===== src/rtl/intdiv_otf_conv.sv =====
// On-the-fly converter: SD2 quotient digits (MSB first) into an N+1 bit two's-complement integer.
// Q and QM = Q-1 are kept side by side so every digit is a shift plus LSB fill, with no carry chain.
module intdiv_otf_conv #(
    parameter int N = 8
) (
    input  logic         clk,
    input  logic         rst,
    input  logic         start,
    input  logic         dig_valid,
    input  logic [1:0]   dig,
    output logic         dig_ready,
    output logic         busy,
    output logic         q_valid,
    output logic [N:0]   q
);

    localparam int CW = (N > 1) ? $clog2(N) : 1;

    typedef enum logic [1:0] {
        ST_IDLE = 2'd0,
        ST_CONV = 2'd1,
        ST_DONE = 2'd2
    } state_t;

    state_t          state_r;
    logic [N:0]      q_acc_r;
    logic [N:0]      qm_acc_r;
    logic [CW-1:0]   count_r;
    logic            dig_ready_r;
    logic            busy_r;
    logic            q_valid_r;
    logic [N:0]      q_out_r;

    logic [N:0]      q_shift_s;
    logic [N:0]      qm_shift_s;
    logic            accept_s;
    logic            last_s;

    // Both 01 and 10 encode +1.
    function automatic logic dig_is_pos(input logic [1:0] d);
        return (d == 2'b01) || (d == 2'b10);
    endfunction

    function automatic logic dig_is_neg(input logic [1:0] d);
        return (d == 2'b11);
    endfunction

    assign accept_s = dig_valid && dig_ready_r && (state_r == ST_CONV);
    assign last_s   = (count_r == CW'(N - 1));

    // Shift-and-fill selection of the next Q / QM pair for the presented digit.
    always_comb begin
        q_shift_s  = {q_acc_r[N-1:0], 1'b0};
        qm_shift_s = {qm_acc_r[N-1:0], 1'b1};
        if (dig_is_pos(dig)) begin
            q_shift_s  = {q_acc_r[N-1:0], 1'b1};
            qm_shift_s = {q_acc_r[N-1:0], 1'b0};
        end else if (dig_is_neg(dig)) begin
            q_shift_s  = {qm_acc_r[N-1:0], 1'b1};
            qm_shift_s = {qm_acc_r[N-1:0], 1'b0};
        end else begin
            q_shift_s  = {q_acc_r[N-1:0], 1'b0};
            qm_shift_s = {qm_acc_r[N-1:0], 1'b1};
        end
    end

    // Conversion FSM with registered handshake and result outputs.
    always_ff @(posedge clk) begin
        if (rst) begin
            state_r     <= ST_IDLE;
            q_acc_r     <= '0;
            qm_acc_r    <= '1;
            count_r     <= '0;
            dig_ready_r <= 1'b0;
            busy_r      <= 1'b0;
            q_valid_r   <= 1'b0;
            q_out_r     <= '0;
        end else begin
            case (state_r)
                ST_IDLE, ST_DONE: begin
                    // A digit arriving with start is ignored: dig_ready is still low here.
                    if (start) begin
                        state_r     <= ST_CONV;
                        q_acc_r     <= '0;
                        qm_acc_r    <= '1;
                        count_r     <= '0;
                        dig_ready_r <= 1'b1;
                        busy_r      <= 1'b1;
                        q_valid_r   <= 1'b0;
                        q_out_r     <= '0;
                    end else begin
                        state_r     <= state_r;
                    end
                end
                ST_CONV: begin
                    if (accept_s) begin
                        q_acc_r  <= q_shift_s;
                        qm_acc_r <= qm_shift_s;
                        if (last_s) begin
                            state_r     <= ST_DONE;
                            count_r     <= '0;
                            dig_ready_r <= 1'b0;
                            busy_r      <= 1'b0;
                            q_valid_r   <= 1'b1;
                            q_out_r     <= q_shift_s;
                        end else begin
                            count_r     <= count_r + CW'(1);
                        end
                    end else begin
                        count_r <= count_r;
                    end
                end
                default: begin
                    state_r     <= ST_IDLE;
                    q_acc_r     <= '0;
                    qm_acc_r    <= '1;
                    count_r     <= '0;
                    dig_ready_r <= 1'b0;
                    busy_r      <= 1'b0;
                    q_valid_r   <= 1'b0;
                    q_out_r     <= '0;
                end
            endcase
        end
    end

    assign dig_ready = dig_ready_r;
    assign busy      = busy_r;
    assign q_valid   = q_valid_r;
    assign q         = q_out_r;

endmodule


===== config.mk =====
export PLATFORM = sky130hd
export DESIGN_NAME = intdiv_otf_conv
export DESIGN_NICKNAME = d
export VERILOG_FILES = /design/src/rtl/intdiv_otf_conv.sv
export SDC_FILE = /design/constraint.sdc
export NUM_CORES = 1
export LEC_CHECK = 0
export BUFFER_PORTS_ARGS = -buffer_cell sky130_fd_sc_hd__buf_4
export CAP_MARGIN = 20
export CORE_MARGIN = 10
export CORE_UTILIZATION = 45
export DETAILED_ROUTE_END_ITERATION = 16
export GPL_TIMING_DRIVEN = 0
export PLACE_DENSITY = 0.7
export SETUP_SLACK_MARGIN = 0.1
export SYNTH_ARGS = -nofsm -noshare
export SYNTH_HDL_FRONTEND = slang
export SYNTH_SLANG_ARGS = --single-unit

===== constraint.sdc =====
create_clock -name clk -period 1.9 [get_ports clk]
set_clock_uncertainty 0.05 [all_clocks]
set_input_delay 0.095 -clock clk [delete_from_list [all_inputs] [get_ports clk]]
set_output_delay 0.095 -clock clk [all_outputs]
set_load 0.02 [all_outputs]

Word-level counts from Yosys, hierarchy flattened
Index checks and enable logic that the tools add are counted.

Add/sub/neg operators: 1. Multiply operators: 0. Div/mod/pow operators: 0. $lt $le $gt $ge: 0. Equality and inequality tests: 9. Shift operators: 0. Multiplexer cells: 29. Bitwise gates (word level): 0. Reduce and logical (&&, ||, !) cells: 7.

Operator list (number): $mux W9 (5); $mux W8 (4); $pmux W8 S2 (2); $pmux W9 S2 (1); $mux W3 (3); $mux W1 (7); $eq A2 B2 Y1 const B (3); $mux W2 (3); $ne A2 B2 Y1 const B (3); $pmux W3 S2 (1); $eq A2 B1 Y1 const B (2); $pmux W1 S2 (2); $pmux W2 S2 (1); $add A3 B1 Y3 const B (1); $eq A3 B3 Y1 const B (1); $reduce_and A3 Y1 (1); $logic_and A1 B1 Y1 (2); $logic_not A2 Y1 (1); $reduce_and A2 Y1 (1); $reduce_or A2 Y1 (1); $logic_or A1 B1 Y1 (1).

Flip-flop bits (word level): 32. Latch bits: 0. Bits in writable memories: 0. Memory bits (read-only): 0. Input port bits: 6. Output and inout port bits: 12. Memories kept: 0.

Longest topological paths before layout
Gate-level depths: netlist of the first run.

Depth in word-level cells: 6. Depth in mapped cells: 6. Depth with buffers taken out: 5.

Worst setup path before layout of the first run
Ideal clock, no wire load.

Path type: register -> register. From: register count_r[0]. To: register q_out_r[1] (netlist: q[1]). Setup time: 72 ps. Arrival: 1341 ps. Setup slack: 438 ps. Stages on the path, launching flop included: 7. Buffers on the path: 1. Period minus slack after synthesis: 1462 ps. Cell sequence: dfxtp_1 -> ha_1 -> ha_1 -> nand4_1 -> and4b_1 -> clkbuf_1 -> o2bb2ai_1.

Cells in the longest elaborated chain, start to end: 3.

RTL lines: start: declaration (RTL line 28) `logic [CW-1:0] count_r;`; start signal: assignment (RTL line 107) `count_r <= count_r + CW'(1);`; start signal: assignment (RTL line 110) `count_r <= count_r;`; $eq A3 B3 Y1 (RTL line 49) `assign last_s = (count_r == CW'(N - 1));`; $ne A2 B2 Y1 (no source line); $reduce_and A3 Y1 (no source line); end signal: assignment (RTL line 105) `q_out_r <= q_shift_s;`; end: declaration (RTL line 32) `logic [N:0] q_out_r;`.

Every way passes these cells. A chain may end at the register's enable or synchronous reset.

Worst setup path after layout of the first run
From: register count_r[0]. To: register q_out_r[6] (netlist: q[6]).

Same word-level chain as after synthesis.

==> out/metrics.yaml, run 1 <==
worstSetupPathType: "flip-flop to flip-flop"
synth_area_sq_um: 1500
wire_per_inst_um: 14.9
max_slew_margin: 0.600
ir_worst_vdd_v: 0.000454
ctsRootBufferMaster: "clkbuf_4"
synth_cell_type_count: 25
vias_per_cell: 5.33
die_w_um: 77.7
nets: 185
grt_pass1_wl_um: 5640
grt_max_degree: 11
grt_use_total: 0.115
layout-drive-gt1-share: 0.230
core_sq_um: 3130
maxCapViolCount: 0
cp-start-kind: "flip-flop"
clk_pin_slew_ns: 0.10
dp_slack_ns: 0.142
fin_crit_sh: 0.845
antenna_found_initial: 0
cts_buffer_depth: 2
hold_viol: 0
die_h_um: 77.7
drt_wl_total_um: 3250
async_flop_share: 0
cts_buffers: 5
io_buffer_count: 17
cts_tree: "built"
insertedDiodeCount: 0
cts_htree_levels: 2
syn_inst: 149
endpoint_kind: "flip-flop"
ios: 18
clock.fmax_ghz: 0.623
synth_ff_type: "dfxtp_1"
synth_top_area_share: 0.414
vias: 1161
area_delta_synth_final_pct: 18.2
drv_slew: 0
syn-num-nets: 161
p_leak_nw: 0.716
rr_worst_depth: 6
power_density_nw_per_um2: 793
cts_setup_buffers: 0
synth-seq-cells: 31
first_pass_iters: 4
grt_pass1_vias: 1190
num_rows: 20
finalSetupTns_ns: 0
postCtsHoldBufs: 0
reg2reg_slack_ns: 0.29
drc: 0
synth_area_leaders: "dfxtp_1 41%, mux2i_1 13%, a211oi_2 5.8%"
hp-class: "input pin to flip-flop"
dieArea_sq_um: 6040
gp_congestion: 0.771
worst_pin_slew_ns: 0.599
required_ns: 2.07
cp_max_fo: 8
worstPathArrival_ns: 1.77
gr-total-overflow: 0
insertion_delay_ns: 0.34
post-route-min-period_ns: 1.61
worstSetupStartpoint: "count_r[0]"
fin_ws_ns: 0.294
ant_nets: 0
yosysSeqAreaShare: 0.414
r2r_end: "q[6]"
initial_core_util: 0.479
syn_area_per_cell_sq_um: 10.1
cts.sinks: 31
finalSetupViolations: 0
post_cts_resized: 0
ys_warn_count: 0
hpwl_um: 2340
crit_end: "q[6]"
outcome: "finished, final reports clean"
synth_edf_count: 0
drt_iter0_markers: 82
reg2reg_from: "count_r[0]"
rsz0062_at_grt: "false"
yosysTopAreaCell: "dfxtp_1"
-- cell usage in the layout, fill, tap and decap left out, types with 2 or more instances in the layout --
cell,netlist,final
clkbuf_4,0,5
clkbuf_1,5,4
ha_1,6,5
a211oi_2,7,7
nor2_1,11,11
a21oi_1,5,5
nand4_1,2,2
dfxtp_1,31,31
o2bb2ai_1,8,8
nand3_1,2,2
nor2b_1,7,7
inv_1,10,10
nand2b_1,8,8
buf_4,1,18
o32ai_1,9,9
mux2i_1,19,19
nand2_1,8,8
buf_6,2,2
-- worst max-delay path, cell delays in order (launching register included) --
cell	delay [ns]
dfxtp_1	0.38
ha_1	0.17
ha_2	0.24
nand4_1	0.10
and4b_1	0.20
clkbuf_2	0.19
o2bb2ai_1	0.16
-- sequential cells by signal (all words and copies together), names as in the netlist --
register / count
state_r: 2
busy: 1
qm_acc_r: 8
count_r: 3
q: 9
q_acc_r: 8
-- how the worst min path moves through the flow --
| stage | from | to | cells past startpoint |
|---|---|---|---|
| floorplan | start | state_r[0] | 2 |
| global placement | start | state_r[0] | 3 |
| detailed placement | start | busy | 3 |
| CTS | start | busy | 3 |
| global route | start | state_r[0] | 3 |
| finish | start | busy | 3 |
-- per-layer routing --
metal | vias up | track usage | share of wire
li1 | 579 | - | -
met1 | 562 | 0.131 | 0.43
met2 | 16 | 0.188 | 0.51
met3 | 4 | 0.0484 | 0.043
met4 | 0 | 0.0438 | 0.015
met5 | - | 0 | 0
-- power breakdown --
group	total, W	switching [W]	internal (W)
clock	0.000545	0.000234	0.000311
sequential	0.000678	0.0000145	0.000664
combinational	0.000181	0.000105	0.0000765
total	0.00140	0.000353	0.00105
-- per-stage QoR --
stage	area (sq um)	power [W]	utilization	hold WS (ns)	std cells
after CTS	1770	0.00142	0.565	0.0176	218
after detailed placement	1680	0.000874	0.538	0.376	210
final	1770	0.00140	0.566	0.0330	218
after floorplan	1500	0.000824	-	0.233	149
after global routing	1770	0.00147	0.566	0.0157	218
after global placement	1680	0.000870	0.538	0.372	210
-- cell type report --
cell class | count | area [sq um]
Fill cell | 293 | 1360
Multi-Input combinational cell | 99 | 791
Sequential cell | 31 | 621
Timing Repair Buffer | 17 | 128
Tap cell | 44 | 55.1
Buffer | 9 | 53.8
Clock buffer | 6 | 51.3
Inverter | 10 | 37.5
Clock inverter | 2 | 35.0
-- kinds of logic after synthesis --
| family | Yosys count | share of synthesized area |
|---|---|---|
| DFF | 31 | 0.414 |
| AOI/OAI and AO/OA | 31 | 0.189 |
| buffers and inverters | 19 | 0.0601 |
| muxes | 19 | 0.127 |
| adders and majority gates | 6 | 0.0501 |
| and+or+nand+nor | 43 | 0.160 |
-- cells in the mapped netlist (5+ instances only) --
| master | number |
|---|---|
| dfxtp_1 | 31 |
| mux2i_1 | 19 |
| nor2_1 | 11 |
| inv_1 | 10 |
| o32ai_1 | 9 |
| nand2_1 | 8 |
| nand2b_1 | 8 |
| o2bb2ai_1 | 8 |
| a211oi_2 | 7 |
| nor2b_1 | 7 |
| ha_1 | 6 |
| a21oi_1 | 5 |
| clkbuf_1 | 5 |
Power figures use the tool's default switching activity.
==> run 2: changes to the inputs <==
--- a/config.mk
+++ b/config.mk
@@ -5,6 +5,7 @@
 export SDC_FILE = /design/constraint.sdc
 export NUM_CORES = 1
 export LEC_CHECK = 0
+export ABC_AREA = 1
 export BUFFER_PORTS_ARGS = -buffer_cell sky130_fd_sc_hd__buf_4
 export CAP_MARGIN = 20
 export CORE_MARGIN = 10
==> constraint.sdc (replaced) <==
create_clock -name clk -period 1.7 [get_ports clk]
set_clock_uncertainty 0.05 [all_clocks]
set_input_delay 0.085 -clock clk [delete_from_list [all_inputs] [get_ports clk]]
set_output_delay 0.085 -clock clk [all_outputs]
set_load 0.02 [all_outputs]
==> run 2 against run 1 <==
Against the previous run: global-route usage up 0.26 points; maximum frequency up 11%; synthesized area up 4.3%; cell area up 3.2%; first-iteration DRC count up 39%; sequential share of layout area down 1.1 points; combinational power rose to 8.3 times the previous value; total power up 130%; final cell count up 41%; worst hold slack worse by 0.028 ns; worst setup slack worse by 0.046 ns; critical path type unchanged.
==> out/metrics.yaml, run 2 <==
synth-simple-area-share: 0.298  # +0.137
most-common-layout-cells: "79 x nand2_1, 36 x inv_1, 31 x dfxtp_1, 20 x o21ai_0"
final_common_cell: "nand2_1"
hp-class: "input pin to flip-flop"
drv_slew: 0  # unchanged
synthMuxAreaShare: 0  # -0.127
die_h_um: 79.0  # +1.6%
initial_core_util: 0.469  # -0.0105
fin_crit_sh: 0.854  # +0.00894
io_buffer_count: 16  # -1
crit_buf_inv: 0  # -1
crit_chain: "ha_1 > ha_1 > nor2_1 > nor2_2 > nand2_1 > nand2_1 > nor2_1"
finalSetupViolations: 0  # unchanged
hpwl_um: 2470  # +5.8%
gp_congestion: 0.871  # +13%
yosysSeqAreaShare: 0.397  # -0.0172
core_sq_um: 3340  # +6.7%
wl_met3_um: 337  # +140%
grt_max_degree: 11  # unchanged
syn_inst: 237  # +59%
synth_most_common_cell: "nand2_1"
ctsRootBufferMaster: "clkbuf_4"
outcome: "finished, final reports clean"
reg2reg_from: "count_r[0]"
synth_ff_type: "dfxtp_1"
ios: 18  # unchanged
num_rows: 21  # +5.0%
synth_cell_type_count: 18  # -28%
finalSetupTns_ns: 0  # unchanged
synth_edf_count: 0  # unchanged
p_leak_nw: 0.962  # +34%
yosysTopAreaCell: "dfxtp_1"
slowest_stage: "dfxtp_1"
first_pass_iters: 4  # unchanged
cts_buffer_depth: 2  # unchanged
synth-compound-area-share: 0.125  # -0.0638
gr-total-overflow: 0  # unchanged
worst_pin_slew_ns: 0.472  # -0.128 ns
layout-drive-gt1-share: 0.146  # -0.0843
worstSetupStartpoint: "count_r[0]"
die_w_um: 79.0  # +1.6%
synth_top_area_share: 0.397  # -0.0172
drt_wl_total_um: 3480  # +7.2%
synth_top_family_by_area: "simple AND/OR/NAND/NOR gates"
path_delay_family: "simple AND/OR/NAND/NOR gates"
post_cts_resized: 0  # unchanged
cts.sinks: 31  # unchanged
synth-seq-cells: 31  # unchanged
ir_worst_vdd_v: 0.000646  # +43%
area_delta_synth_final_pct: 16.9
cts_tree: "built"
synth.top_cells.by_count: "79 x nand2_1, 36 x inv_1, 31 x dfxtp_1, 20 x o21ai_0"
max_slew_margin: 0.686  # +0.0852
syn_area_per_cell_sq_um: 6.60  # -34%
postCtsHoldBufs: 0  # unchanged
antenna_found_initial: 0  # unchanged
clock.fmax_ghz: 0.689  # +11%
min_from: "rst"
ant_nets: 0  # unchanged
clk_pin_slew_ns: 0.10  # about the same
required_ns: 1.88  # -0.19 ns
syn-num-nets: 249  # +55%
cp_max_fo: 10  # +2
insertion_delay_ns: 0.34  # about the same
cp_slowest_stage_delay_ns: 0.37  # about the same
drc: 0  # unchanged
vias: 1437  # +24%
whs_ns: 0.00475  # -0.0282 ns
vias_per_cell: 4.68  # -12%
rsz0062_at_grt: "false"
cp-start-kind: "flip-flop"
maxCapViolCount: 0  # unchanged
grt_pass1_wl_um: 5980  # +5.9%
drt_iter0_markers: 114  # +39%
wire_per_inst_um: 11.3  # -24%
endpoint_kind: "flip-flop"
routedLengthMet1_um: 1650  # +18%
worstPathArrival_ns: 1.63  # -0.14 ns
dieArea_sq_um: 6230  # +3.2%
async_flop_share: 0  # unchanged
post-route-min-period_ns: 1.45  # -0.154 ns
power_density_nw_per_um2: 1780  # +120%
synth-xor-area-share: 0  # unchanged
insertedDiodeCount: 0  # unchanged
grt_pass1_vias: 1294  # +8.7%
synth_area_leaders: "dfxtp_1 40%, nand2_1 19%, inv_1 8.6%"
cts_setup_buffers: 0  # unchanged
largest_register_ffs: 9  # unchanged
nets: 272  # +47%
cts_buffers: 5  # unchanged
synthAdderAreaFrac: 0.0480  # -0.00208
ys_warn_count: 0  # unchanged
hold_viol: 0  # unchanged
grt_use_total: 0.118  # +0.00264
dr_wl_met2_um: 1430  # -14%
worstSetupPathType: "flip-flop to flip-flop"
cts_htree_levels: 2  # unchanged
maxUsedRoutingLayer: "met4"
synth_area_sq_um: 1560  # +4.3%
run 2: cell count changes after synthesis, moves of 8 or more:
| cell | delta |
|---|---|
| a21oi_1 | +14 |
| nand2b_1 | -8 |
| nand2_1 | +71 |
| o32ai_1 | -9 |
| mux2i_1 | -19 |
| nand3_1 | +9 |
| o21ai_0 | +19 |
| inv_1 | +26 |
| o2bb2ai_1 | -8 |
| nor2_1 | +8 |
run 2: worst paths after layout:
kind / endpoint / depth (start not counted) / slack, ns
worst max-delay path: q[0] / 7 / 0.25
worst min-delay path: qm_acc_r[3] / 3 / 0.005
worst max register to register: q[0] / 7 / 0.25
worst min register to register: qm_acc_r[4] / 2 / 0.42
run 2: cell families after synthesis:
| logic type | after synthesis |
|---|---|
| adders and majority gates | 6 |
| AOI/OAI and AO/OA | 39 |
| buffers and inverters | 47 |
| DFF | 31 |
| and+or+nand+nor | 114 |
run 2: worst min-delay path: cells and delay by family:
family          cells  cell delay (ns)
buf+inv             1             0.19
compound gates      1             0.06
simple gates        1             0.05
run 2: routing by layer:
| layer | GRT usage | vias to the layer above |
|---|---|---|
| li1 | - | 772 |
| met1 | 0.150 | 617 |
| met2 | 0.171 | 41 |
| met3 | 0.0439 | 7 |
| met4 | 0.0591 | 0 |
| met5 | 0 | - |
run 2: cell type report:
cell class              instances  area [sq um]
fillers                       356          1510
multi-input cells             159           736
flip-flops and latches         31           621
inverters                      37           139
repair buffers                 16           120
plain buffers                  10          68.8
well taps                      46          57.6
clock buffers                   6          51.3
clock inverters                 2          35.0
run 2: where the power goes:
group | internal [W] | switching [W] | leakage [nW]
Sequential | 0.000982 | 0.000134 | 0.256
Clock | 0.000347 | 0.000269 | 0.0482
Combinational | 0.000567 | 0.000948 | 0.658
Total | 0.00190 | 0.00135 | 0.962
run 2: stage by stage:
step / std cells / util / worst slack (ns) / total power (W) / instance area [sq um]
floorplan: 237 / - / 0.350 / 0.00223 / 1560
global placement: 299 / 0.522 / 0.193 / 0.00263 / 1740
detailed placement: 299 / 0.522 / 0.178 / 0.00265 / 1740
CTS: 307 / 0.548 / 0.241 / 0.00327 / 1830
global route: 307 / 0.548 / 0.126 / 0.00353 / 1830
finish: 307 / 0.548 / 0.248 / 0.00325 / 1830
==> run 3: changes to the inputs <==
--- a/config.mk
+++ b/config.mk
@@ -13,6 +13,7 @@
 export DETAILED_ROUTE_END_ITERATION = 16
 export GPL_TIMING_DRIVEN = 0
 export PLACE_DENSITY = 0.7
+export REMOVE_ABC_BUFFERS = 1
 export SETUP_SLACK_MARGIN = 0.1
 export SYNTH_ARGS = -nofsm -noshare
 export SYNTH_HDL_FRONTEND = slang
==> run 3 against run 2 <==
Against the previous run: sequential cell count did not move; largest cell class unchanged; utilization fell by 1.5 points; maximum frequency rose by 0.87%; total power fell by 5.3%; largest power group unchanged; sequential power barely moved; count of clock-buffer cells in the layout rose by 2; register-to-register slack barely moved.
==> out/metrics.yaml, run 3 (synthesis results as in run 2) <==
outcome: "finished, final reports clean"
fin_crit_sh: 0.847  # -0.00736
vias_per_cell: 4.75  # +1.5%
power_w: 0.00308  # -5.3%
layout-drive-gt1-share: 0.134  # -0.0112
io_buffer_count: 17  # +1
cts_tree: "built"
drv_slew: 0  # unchanged
gp_congestion: 0.797  # -8.5%
final_cells: 299  # -2.6%
dpl.cell_count: 290  # -3.0%
area_delta_synth_final_pct: 13.6
final_util: 0.532  # -0.0154
insertedDiodeCount: 0  # unchanged
worstHoldEndpoint: "count_r[0]"
required_ns: 1.88  # about the same
hold_viol: 0  # unchanged
drt_iter0_markers: 105  # -7.9%
grt_use_total: 0.117  # -0.000574
hpwl_um: 2230  # -9.8%
max_slew_margin: 0.665  # -0.0209
maxCapViolCount: 0  # unchanged
drt_wl_total_um: 3420  # -1.9%
cp-start-kind: "flip-flop"
cp_max_fo: 19  # +9
reg2reg_slack_ns: 0.26  # about the same
core_sq_um: 3340  # unchanged
dpl_cell_area_sq_um: 1680  # -3.5%
cts_setup_buffers: 0  # unchanged
clk_pin_slew_ns: 0.09  # about the same
clock.fmax_ghz: 0.695  # +0.87%
p_leak_nw: 0.920  # -4.4%
finalSetupViolations: 0  # unchanged
grt_max_degree: 24  # +13
design_area_sq_um: 1780  # -2.8%
ios: 18  # unchanged
insertion_delay_ns: 0.34  # about the same
antenna_found_initial: 0  # unchanged
die_w_um: 79.0  # unchanged
cts_buffers: 5  # unchanged
num_rows: 21  # unchanged
hp-class: "input pin to flip-flop"
die_h_um: 79.0  # unchanged
most-common-layout-cells: "78 x nand2_1, 35 x inv_1, 30 x dfxtp_1, 20 x o21ai_0"
largest_register_ffs: 9  # unchanged
final_common_cell: "nand2_1"
rsz0062_at_grt: "false"
gr-total-overflow: 0  # unchanged
postCtsHoldBufs: 0  # unchanged
worst_pin_slew_ns: 0.502  # +0.0307 ns
grt_pass1_vias: 1345  # +3.9%
post-route-min-period_ns: 1.44  # -0.0125 ns
initial_core_util: 0.469  # unchanged
grt_pass1_wl_um: 5920  # -0.92%
whs_path_depth: 2  # -1
ir_worst_vdd_v: 0.000712  # +10%
cts_htree_levels: 2  # unchanged
nets: 264  # -2.9%
endpoint_kind: "flip-flop"
drc: 0  # unchanged
ant_nets: 0  # unchanged
worstSetupPathType: "flip-flop to flip-flop"
n_fill_cell: 364  # +2.2%
first_pass_iters: 4  # unchanged
finalSetupTns_ns: 0  # unchanged
dieArea_sq_um: 6230  # unchanged
wire_per_inst_um: 11.4  # +0.70%
power_density_nw_per_um2: 1730  # -2.6%
r2r_end: "count_r[1]"
worstPathArrival_ns: 1.62  # about the same
cts_buffer_depth: 2  # unchanged
vias: 1421  # -1.1%
min_from: "rst"
cts.sinks: 31  # unchanged
ctsRootBufferMaster: "clkbuf_4"
rr_worst_depth: 6  # -1
reg2reg_from: "state_r[1]"
==> run 3: worst max-delay path: stages (launching register included) <==
cell	delay [ns]
dfxtp_1	0.33
inv_1	0.13
nand3_2	0.19
nand2_4	0.22
inv_2	0.18
o21ai_0	0.19
nor2_1	0.06
==> run 3: power by group <==
group          switching, W  internal [W]
Clock              0.000257      0.000243
Combinational      0.000955      0.000495
Sequential         0.000141      0.000985
==> run 3: worst max path at each step <==
stage,cells after the start,startpoint,to,slack (ns)
floorplan,7,busy,q[5],0.14
global placement,7,state_r[0],q[6],-0.07
detailed placement,7,state_r[0],q[1],-0.05
CTS,7,busy,q[6],0.12
global route,8,count_r[0],q[2],0.10
finish,6,state_r[1],count_r[1],0.26
==> run 3: area by class of cell <==
cell class              count  area [sq um]  share of cell area
multi-input cells         160           759               0.427
flip-flops and latches     31           622               0.350
inverters                  37           141              0.0796
repair buffers             17           128              0.0718
clock buffers               8          68.8              0.0387
well taps                  46          57.6              0.0324
==> run 3: repair_timing <==
action	4_1_cts	5_1_grt
gates resized for setup	2	5
pin swaps	0	1
setup endpoints to repair	11	17
cloned	0	1
==> run 3: per-layer routing <==
layer  vias to the layer above  track usage  wire, um
li1                        757            -         -
met1                       617        0.136      1550
met2                        38        0.185      1550
met3                         9       0.0315       216
met4                         0       0.0806        99
met5                         -            0         0
==> run 3: per-stage QoR <==
stage | setup slack (ns) | hold WS, ns
floorplan | 0.145 | 0.104
detailed placement | -0.0453 | 0.371
finish | 0.260 | 0.00953
global route | 0.101 | 0.0210
CTS | 0.116 | 0.0105
global placement | -0.0671 | 0.369
